`config.mk`:
```
export PLATFORM = sky130hd
export DESIGN_NAME = mem_port_arbiter
export DESIGN_NICKNAME = d
export VERILOG_FILES = /design/src/rtl/mem_port_arbiter.sv
export SDC_FILE = /design/constraint.sdc
export NUM_CORES = 1
export LEC_CHECK = 0
export BUFFER_PORTS_ARGS = -buffer_cell sky130_fd_sc_hd__buf_2
export CORE_AREA = 3 3 132 134
export CTS_BUF_LIST = sky130_fd_sc_hd__clkbuf_4 sky130_fd_sc_hd__clkbuf_8 sky130_fd_sc_hd__clkbuf_16
export DETAILED_ROUTE_END_ITERATION = 7
export DIE_AREA = 0 0 135 137
export PLACE_DENSITY_LB_ADDON = 0.05
export SLEW_MARGIN = 20
export SYNTH_ARGS = -nofsm -noshare
export SYNTH_HDL_FRONTEND = slang
export SYNTH_SLANG_ARGS = --single-unit
```
`constraint.sdc`:
```
create_clock -name clk_i -period 3.09 [get_ports clk_i]
set_input_delay 0.927 -clock clk_i [delete_from_list [all_inputs] [get_ports clk_i]]
set_output_delay 0.927 -clock clk_i [all_outputs]
set_load 0.01 [all_outputs]
```
`src/rtl/mem_port_arbiter.sv`:
```
// Shares one memory bus between instruction-fetch and data-access ports: data wins by default, but instruction fetch is forced through after MAX_STREAK data grants.
// Optional: define MEM_ARB_PERF_CNT_EN to add the conflict and instruction-wait performance counters.
module mem_port_arbiter #(
  parameter int unsigned MAX_STREAK = 4
) (
  input  logic        clk_i,
  input  logic        rst_n_i,
  input  logic        instr_req_i,
  input  logic [31:0] instr_addr_i,
  output logic        instr_gnt_o,
  output logic        instr_rvalid_o,
  output logic [31:0] instr_rdata_o,
  input  logic        data_req_i,
  input  logic        data_we_i,
  input  logic [3:0]  data_be_i,
  input  logic [31:0] data_addr_i,
  input  logic [31:0] data_wdata_i,
  output logic        data_gnt_o,
  output logic        data_rvalid_o,
  output logic [31:0] data_rdata_o,
  output logic        bus_req_o,
  output logic [31:0] bus_addr_o,
  output logic        bus_we_o,
  output logic [3:0]  bus_be_o,
  output logic [31:0] bus_wdata_o,
  input  logic        bus_gnt_i,
  input  logic        bus_rvalid_i,
  input  logic [31:0] bus_rdata_i,
  output logic        busy_o,
  output logic [31:0] perf_conflict_cnt_o,
  output logic [31:0] perf_instr_wait_cnt_o
);

  typedef enum logic [1:0] {
    S_IDLE,
    S_WAIT_GNT,
    S_WAIT_RESP
  } state_t;

  typedef enum logic {
    OWN_INSTR,
    OWN_DATA
  } owner_t;

  localparam logic [3:0] STREAK_MAX = 4'(MAX_STREAK);

  state_t     state_q, state_d;
  owner_t     owner_q, owner_d;
  logic [3:0] streak_q, streak_d;

  logic req_any;
  logic win_data;
  logic sel_data;
  logic bus_req;
  logic instr_gnt;
  logic data_gnt;
  logic instr_rvalid;
  logic data_rvalid;

  assign req_any  = instr_req_i | data_req_i;
  assign win_data = data_req_i & ~(instr_req_i & (streak_q == STREAK_MAX));

  always_ff @(posedge clk_i) begin
    if (!rst_n_i) begin
      state_q  <= S_IDLE;
      owner_q  <= OWN_INSTR;
      streak_q <= 4'd0;
    end else begin
      state_q  <= state_d;
      owner_q  <= owner_d;
      streak_q <= streak_d;
    end
  end

  always_comb begin
    state_d      = state_q;
    owner_d      = owner_q;
    bus_req      = 1'b0;
    sel_data     = (owner_q == OWN_DATA);
    instr_gnt    = 1'b0;
    data_gnt     = 1'b0;
    instr_rvalid = 1'b0;
    data_rvalid  = 1'b0;

    case (state_q)
      S_IDLE: begin
        sel_data  = win_data;
        bus_req   = req_any;
        instr_gnt = req_any & ~win_data & bus_gnt_i;
        data_gnt  = win_data & bus_gnt_i;
        if (req_any) begin
          owner_d = win_data ? OWN_DATA : OWN_INSTR;
          state_d = bus_gnt_i ? S_WAIT_RESP : S_WAIT_GNT;
        end
      end
      // Owner is locked in here: a late data request must not steal a committed fetch.
      S_WAIT_GNT: begin
        bus_req   = 1'b1;
        instr_gnt = ~sel_data & bus_gnt_i;
        data_gnt  = sel_data & bus_gnt_i;
        if (bus_gnt_i) begin
          state_d = S_WAIT_RESP;
        end
      end
      S_WAIT_RESP: begin
        if (bus_rvalid_i) begin
          instr_rvalid = ~sel_data;
          data_rvalid  = sel_data;
          state_d      = S_IDLE;
        end
      end
      default: begin
        state_d = S_IDLE;
      end
    endcase
  end

  always_comb begin
    streak_d = streak_q;
    if (data_gnt) begin
      if (!instr_req_i) begin
        streak_d = 4'd0;
      end else if (streak_q != STREAK_MAX) begin
        streak_d = streak_q + 4'd1;
      end
    end else if (instr_gnt) begin
      streak_d = 4'd0;
    end
  end

  assign bus_req_o      = bus_req & rst_n_i;
  assign instr_gnt_o    = instr_gnt & rst_n_i;
  assign data_gnt_o     = data_gnt & rst_n_i;
  assign instr_rvalid_o = instr_rvalid & rst_n_i;
  assign data_rvalid_o  = data_rvalid & rst_n_i;

  assign bus_addr_o  = sel_data ? data_addr_i  : instr_addr_i;
  assign bus_we_o    = sel_data & data_we_i;
  assign bus_be_o    = sel_data ? data_be_i    : 4'hF;
  assign bus_wdata_o = sel_data ? data_wdata_i : 32'h0;

  assign instr_rdata_o = bus_rdata_i;
  assign data_rdata_o  = bus_rdata_i;
  assign busy_o        = (state_q != S_IDLE);

`ifdef MEM_ARB_PERF_CNT_EN
  logic [31:0] conflict_cnt_q;
  logic [31:0] instr_wait_cnt_q;

  always_ff @(posedge clk_i) begin
    if (!rst_n_i) begin
      conflict_cnt_q   <= 32'd0;
      instr_wait_cnt_q <= 32'd0;
    end else begin
      if ((state_q == S_IDLE) && instr_req_i && data_req_i) begin
        conflict_cnt_q <= conflict_cnt_q + 32'd1;
      end
      if (instr_req_i && !instr_gnt_o) begin
        instr_wait_cnt_q <= instr_wait_cnt_q + 32'd1;
      end
    end
  end

  assign perf_conflict_cnt_o   = conflict_cnt_q;
  assign perf_instr_wait_cnt_o = instr_wait_cnt_q;
`else
  assign perf_conflict_cnt_o   = 32'd0;
  assign perf_instr_wait_cnt_o = 32'd0;
`endif

endmodule
```
**Word level (Yosys, flattened, before mapping)**

Index checks and enable logic that the tools add are counted.

- Output and inout port bits: 203
- Memory bits (writable): 0
- Memories: 0
- Bits in read-only memories: 0
- Logic and storage cells: 56
- Bits in latches: 0
- Input port bits: 139
- Flip-flop bits (word level): 7

- Equality and inequality tests: 8
- Reduce and logical (&&, ||, !) cells: 6
- Bitwise operators: 17
- Shifts and indexed selects: 0
- $add $sub $neg: 1
- Multiplexer cells: 21
- Multipliers: 0
- Magnitude comparators: 0
- Divide/modulo/power cells: 0

Operator list:

| operator | number |
|---|---|
| two-way mux 32 bit | 2 |
| two-way mux 4 bit | 5 |
| AND 1 bit | 13 |
| two-way mux 2 bit | 4 |
| two-way mux 1 bit | 6 |
| != test 2 bit (second input constant) | 3 |
| case mux 1 bit (2 select lines) | 3 |
| case mux 2 bit (3 select lines) | 1 |
| adder 4 x 1 -> 4 bit (second input constant) | 1 |
| == test 4 x 3 -> 1 bit (second input constant) | 1 |
| != test 4 x 3 -> 1 bit (second input constant) | 1 |
| AND reduction 2 bit | 2 |
| nonzero test 2 bit | 2 |
| != test 3 x 2 -> 1 bit (second input constant) | 1 |
| inverter 1 bit | 3 |
| AND reduction 3 bit | 1 |
| == test 2 x 1 -> 1 bit (second input constant) | 1 |
| == test 2 bit (second input constant) | 1 |
| logical NOT 2 bit | 1 |
| bitwise OR 1 bit | 1 |

**Logic depth before layout (Yosys ltp)**

- Depth after elaboration: 10
- Gate-level depth with buffers: 7
- Gate-level depth less buffers: 6

**Worst setup path after synthesis**

Ideal clock, no wire load.

- Kind: input port to output port
- Start point: input data_req_i
- End point: output bus_addr_o[0]
- Slack: 149 ps
- Arrival: 2014 ps
- Data required time: 2163 ps
- Buffers on the path: 2
- Stages on the path: 5
- Cells stage by stage: clkbuf_1 > nand2_1 > mux2_4 > buf_6 > mux2_4

- Cells in the longest elaborated chain, start to end: 3

RTL lines:

| item | RTL line | text |
|---|---|---|
| from (decl) | 13 | `input logic data_req_i,` |
| AND 1 bit | 61 | `assign win_data = data_req_i & ~(instr_req_i & (streak_q == STREAK_MAX));` |
| two-way mux 1 bit | 85 | `case (state_q)` |
| two-way mux 32 bit | 137 | `assign bus_addr_o = sel_data ? data_addr_i : instr_addr_i;` |
| to (decl) | 22 | `output logic [31:0] bus_addr_o,` |

Every way passes these cells.

**Worst setup path in the final report**

- Start point: input instr_req_i
- End point: output bus_addr_o[16]

- Cells in the longest elaborated chain, start to end: 5

RTL lines:

| item | RTL line | text |
|---|---|---|
| from (decl) | 8 | `input logic instr_req_i,` |
| AND 1 bit | 61 |  |
| inverter 1 bit | 61 |  |
| AND 1 bit | 61 |  |
| two-way mux 1 bit | 85 |  |
| two-way mux 32 bit | 137 |  |

Every way passes these cells.

==> results.ini <==
[sta]
drv_slew=0
fin_worst_skew_ns=0.00368
hold_violations=0
timing.final.crit_period_ns=3.20
fin_worst_hold_slack_ns=0.537
period_share=1.03
final_setup_violating_endpoints=39
postLayoutSetupSlackWorst_ns=-0.108
max_clock_freq_ghz=0.313
rsz0062_at_grt=yes

[synth]
ys_top_cells_by_area=sky130_fd_sc_hd__buf_4, sky130_fd_sc_hd__mux2_4, sky130_fd_sc_hd__nor2b_1
postSynth.asyncResetShare=0
syn-mean-instance-area_um2=8.32
share_of_yosys_cell_area_claimed_by_the_top_area_cell_type=0.428
synth_most_common_cell=sky130_fd_sc_hd__buf_4
count_of_cell_types_in_the_netlist=34
synth_enable_flop_cells=0
synth_flop_cell=sky130_fd_sc_hd__dfxtp_1
synth.ff_latch_count=7
synth.cell_area_um2=2250
seq_area_frac_synth=0.0624
post_synth_inst_count=270
ys_warn_count=0
ys_top_cells_by_count=sky130_fd_sc_hd__buf_4, sky130_fd_sc_hd__nor2b_1, sky130_fd_sc_hd__mux2_4
synth_top_area_cell=sky130_fd_sc_hd__buf_4

[global_routing]
grt_util_all_layers=0.0759
maximum_number_of_pins_on_one_net_before_global_route_repair=39
grt_antenna_before_repair=0
first_global_vias=1830
globalRoute.totalOverflow=0
global_route_wire_length_before_repair_mm=11.0

[die]
initial_utilization=0.137
row_count=47
die-width_um=135
chipHeight_um=137
design.die.area_um2=18500
top_level_ports=342
core-area_um2=16400

[clock_network]
cts_max_level=1
clock_tree.root_cell=sky130_fd_sc_hd__clkbuf_16
post_cts_hold_buffer_count=0
path_clk_slew_ns=0.04
clock_tree_from_tritoncts=done
tritoncts_num_sinks=7
worstSkewPairLatency_ns=0.24
cts_buffer_depth=2
numCtsBuffers=3

[routing]
vias_per_cell=3.22
drc=0
drt_first_pass_iters=4
drtIter0Drc=18
wl_mm=9.45
postRouteAntennaNets=0
route.vias.total=2008
route.detailed.wl_per_inst_um=15.2

[min_path]
worstHoldPathCells=2
holdPathEnd=owner_q$_SDFFE_PN0P_
worstHoldStart=owner_q$_SDFFE_PN0P_
holdCritPathClass=reg2reg

[critical_path]
crit-reg2reg-launch=streak_q[0]$_SDFFE_PN0P_
cp.required_ns=2.16
startpoint_type_of_the_worst_setup_path=input port
cp_data_arrival_time_ns=2.27
worst-r2r-setup-slack_ns=1.29
cp_capture_type=primary output
cp_slowest_stage_delay_ns=0.38
worstPathCellList=buf_6, nand4b_1, nand2_2, mux2_4, clkbuf_16, mux2_4, buf_6
regToRegEndpoint=streak_q[2]$_SDFFE_PN0P_
timing.reg2reg.worst_path_depth=8
cpMaxStageDelayCell=sky130_fd_sc_hd__mux2_4
crit_path_max_fanout=7
critPathKind=in2out

[finish]
final_util=0.200
area_growth_syn_to_layout_pct=46.0
num_antenna_cells=0
drive_gt1_frac=0.618
design.final.nets=545
final_area_um2=3280

[run_status]
run_status=complete, but fails checks
violations=negative setup slack

[place]
gp_congestion=0.681
dpl_cell_area_um2=2730
preCtsSetupSlack_ns=-0.0803
detailed_place_hpwl_mm=7.54
port_buffers=181

[flow_run]
max_cap_viol_count=0

[power]
vdd_drop_max_uv=127
cellPowerDensity_nw_per_um2=293
total_leakage_power_nw=1.79

==> area by class of cell <==
| cell class | instances | area, µm² |
|---|---|---|
| inverter | 5 | 18.8 |
| tap | 220 | 275 |
| clock buffer | 4 | 82.6 |
| fill | 1880 | 13100 |
| multi-input combinational | 184 | 1310 |
| sequential | 7 | 140 |
| timing repair buffer | 203 | 1450 |
==> worst max-delay path by stage <==
stage                            from        endpoint  cells past startpoint
after global placement    instr_req_i  bus_addr_o[27]                      7
after CTS                 instr_req_i  bus_addr_o[29]                      7
after global routing      instr_req_i  bus_addr_o[19]                      7
final                     instr_req_i  bus_addr_o[16]                      7
after floorplan            data_req_i   bus_addr_o[0]                      5
after detailed placement  instr_req_i  bus_addr_o[29]                      7
==> cell families after synthesis <==
logic type | Yosys count | synth area share
other | 1 | 0.00167
AO/OA/AOI/OAI | 11 | 0.0401
multiplexers | 35 | 0.231
flip-flops | 7 | 0.0624
AND/OR/NAND/NOR | 71 | 0.184
adder cells (fa/ha/maj) | 2 | 0.0111
buffers and inverters | 143 | 0.470
==> flip-flops by register name (all words and copies together) (netlist names) <==
register,count
streak_q,4
state_q,2
owner_q,1
==> through the flow <==
step | cells | total power [W] | setup TNS (ns)
global route | 623 | 0.00102 | -5.31
global placement | 608 | 0.000586 | -1.53
floorplan | 333 | 0.000522 | 0
finish | 623 | 0.000962 | -2.82
CTS | 612 | 0.000820 | -2.23
detailed placement | 608 | 0.000576 | -2.06
==> worst max-delay path: cells and delay by family <==
family / cells / cell delay, ns
simple gates: 2 / 0.24
mux: 2 / 0.68
buf+inv: 3 / 0.41
==> routing by layer <==
| layer | track usage | routed length [µm] | vias to the layer above |
|---|---|---|---|
| met5 | 0 | 0 | - |
| met4 | 0.0134 | 38 | 0 |
| met3 | 0.0290 | 1000 | 7 |
| met2 | 0.141 | 5020 | 137 |
| met1 | 0.0826 | 3390 | 912 |
| li1 | - | - | 952 |
==> cells in the final DEF (no fill, tap or decap), types with 2 or more instances in the layout <==
cell type,synthesis,routed
sky130_fd_sc_hd__conb_1,1,64
sky130_fd_sc_hd__dfxtp_1,7,7
sky130_fd_sc_hd__or2_1,4,4
sky130_fd_sc_hd__clkbuf_16,0,8
sky130_fd_sc_hd__a21oi_1,2,2
sky130_fd_sc_hd__nand2_1,5,4
sky130_fd_sc_hd__inv_1,5,5
sky130_fd_sc_hd__buf_2,1,143
sky130_fd_sc_hd__mux2_2,2,2
sky130_fd_sc_hd__nor2b_1,35,33
sky130_fd_sc_hd__buf_8,0,2
sky130_fd_sc_hd__nor2_1,8,8
sky130_fd_sc_hd__a221o_1,2,2
sky130_fd_sc_hd__nor3_1,4,4
sky130_fd_sc_hd__nand3_1,5,5
sky130_fd_sc_hd__buf_4,128,12
sky130_fd_sc_hd__a31oi_1,2,2
sky130_fd_sc_hd__buf_6,5,39
sky130_fd_sc_hd__ha_1,2,2
sky130_fd_sc_hd__mux2_4,33,34
==> where the power goes <==
part | internal [W] | switching [W]
clock | 0.000181 | 0.0000564
combinational | 0.000349 | 0.000277
sequential | 0.0000946 | 0.00000349
total | 0.000625 | 0.000337
==> what timing repair did <==
action,4_1_cts,5_1_grt
endpoints found under the setup margin,37,42
gates resized for setup,0,65
buffers inserted,0,2
pin swaps,0,1
gates cloned,0,9
Note: power is estimated with default switching activity, not from simulation.
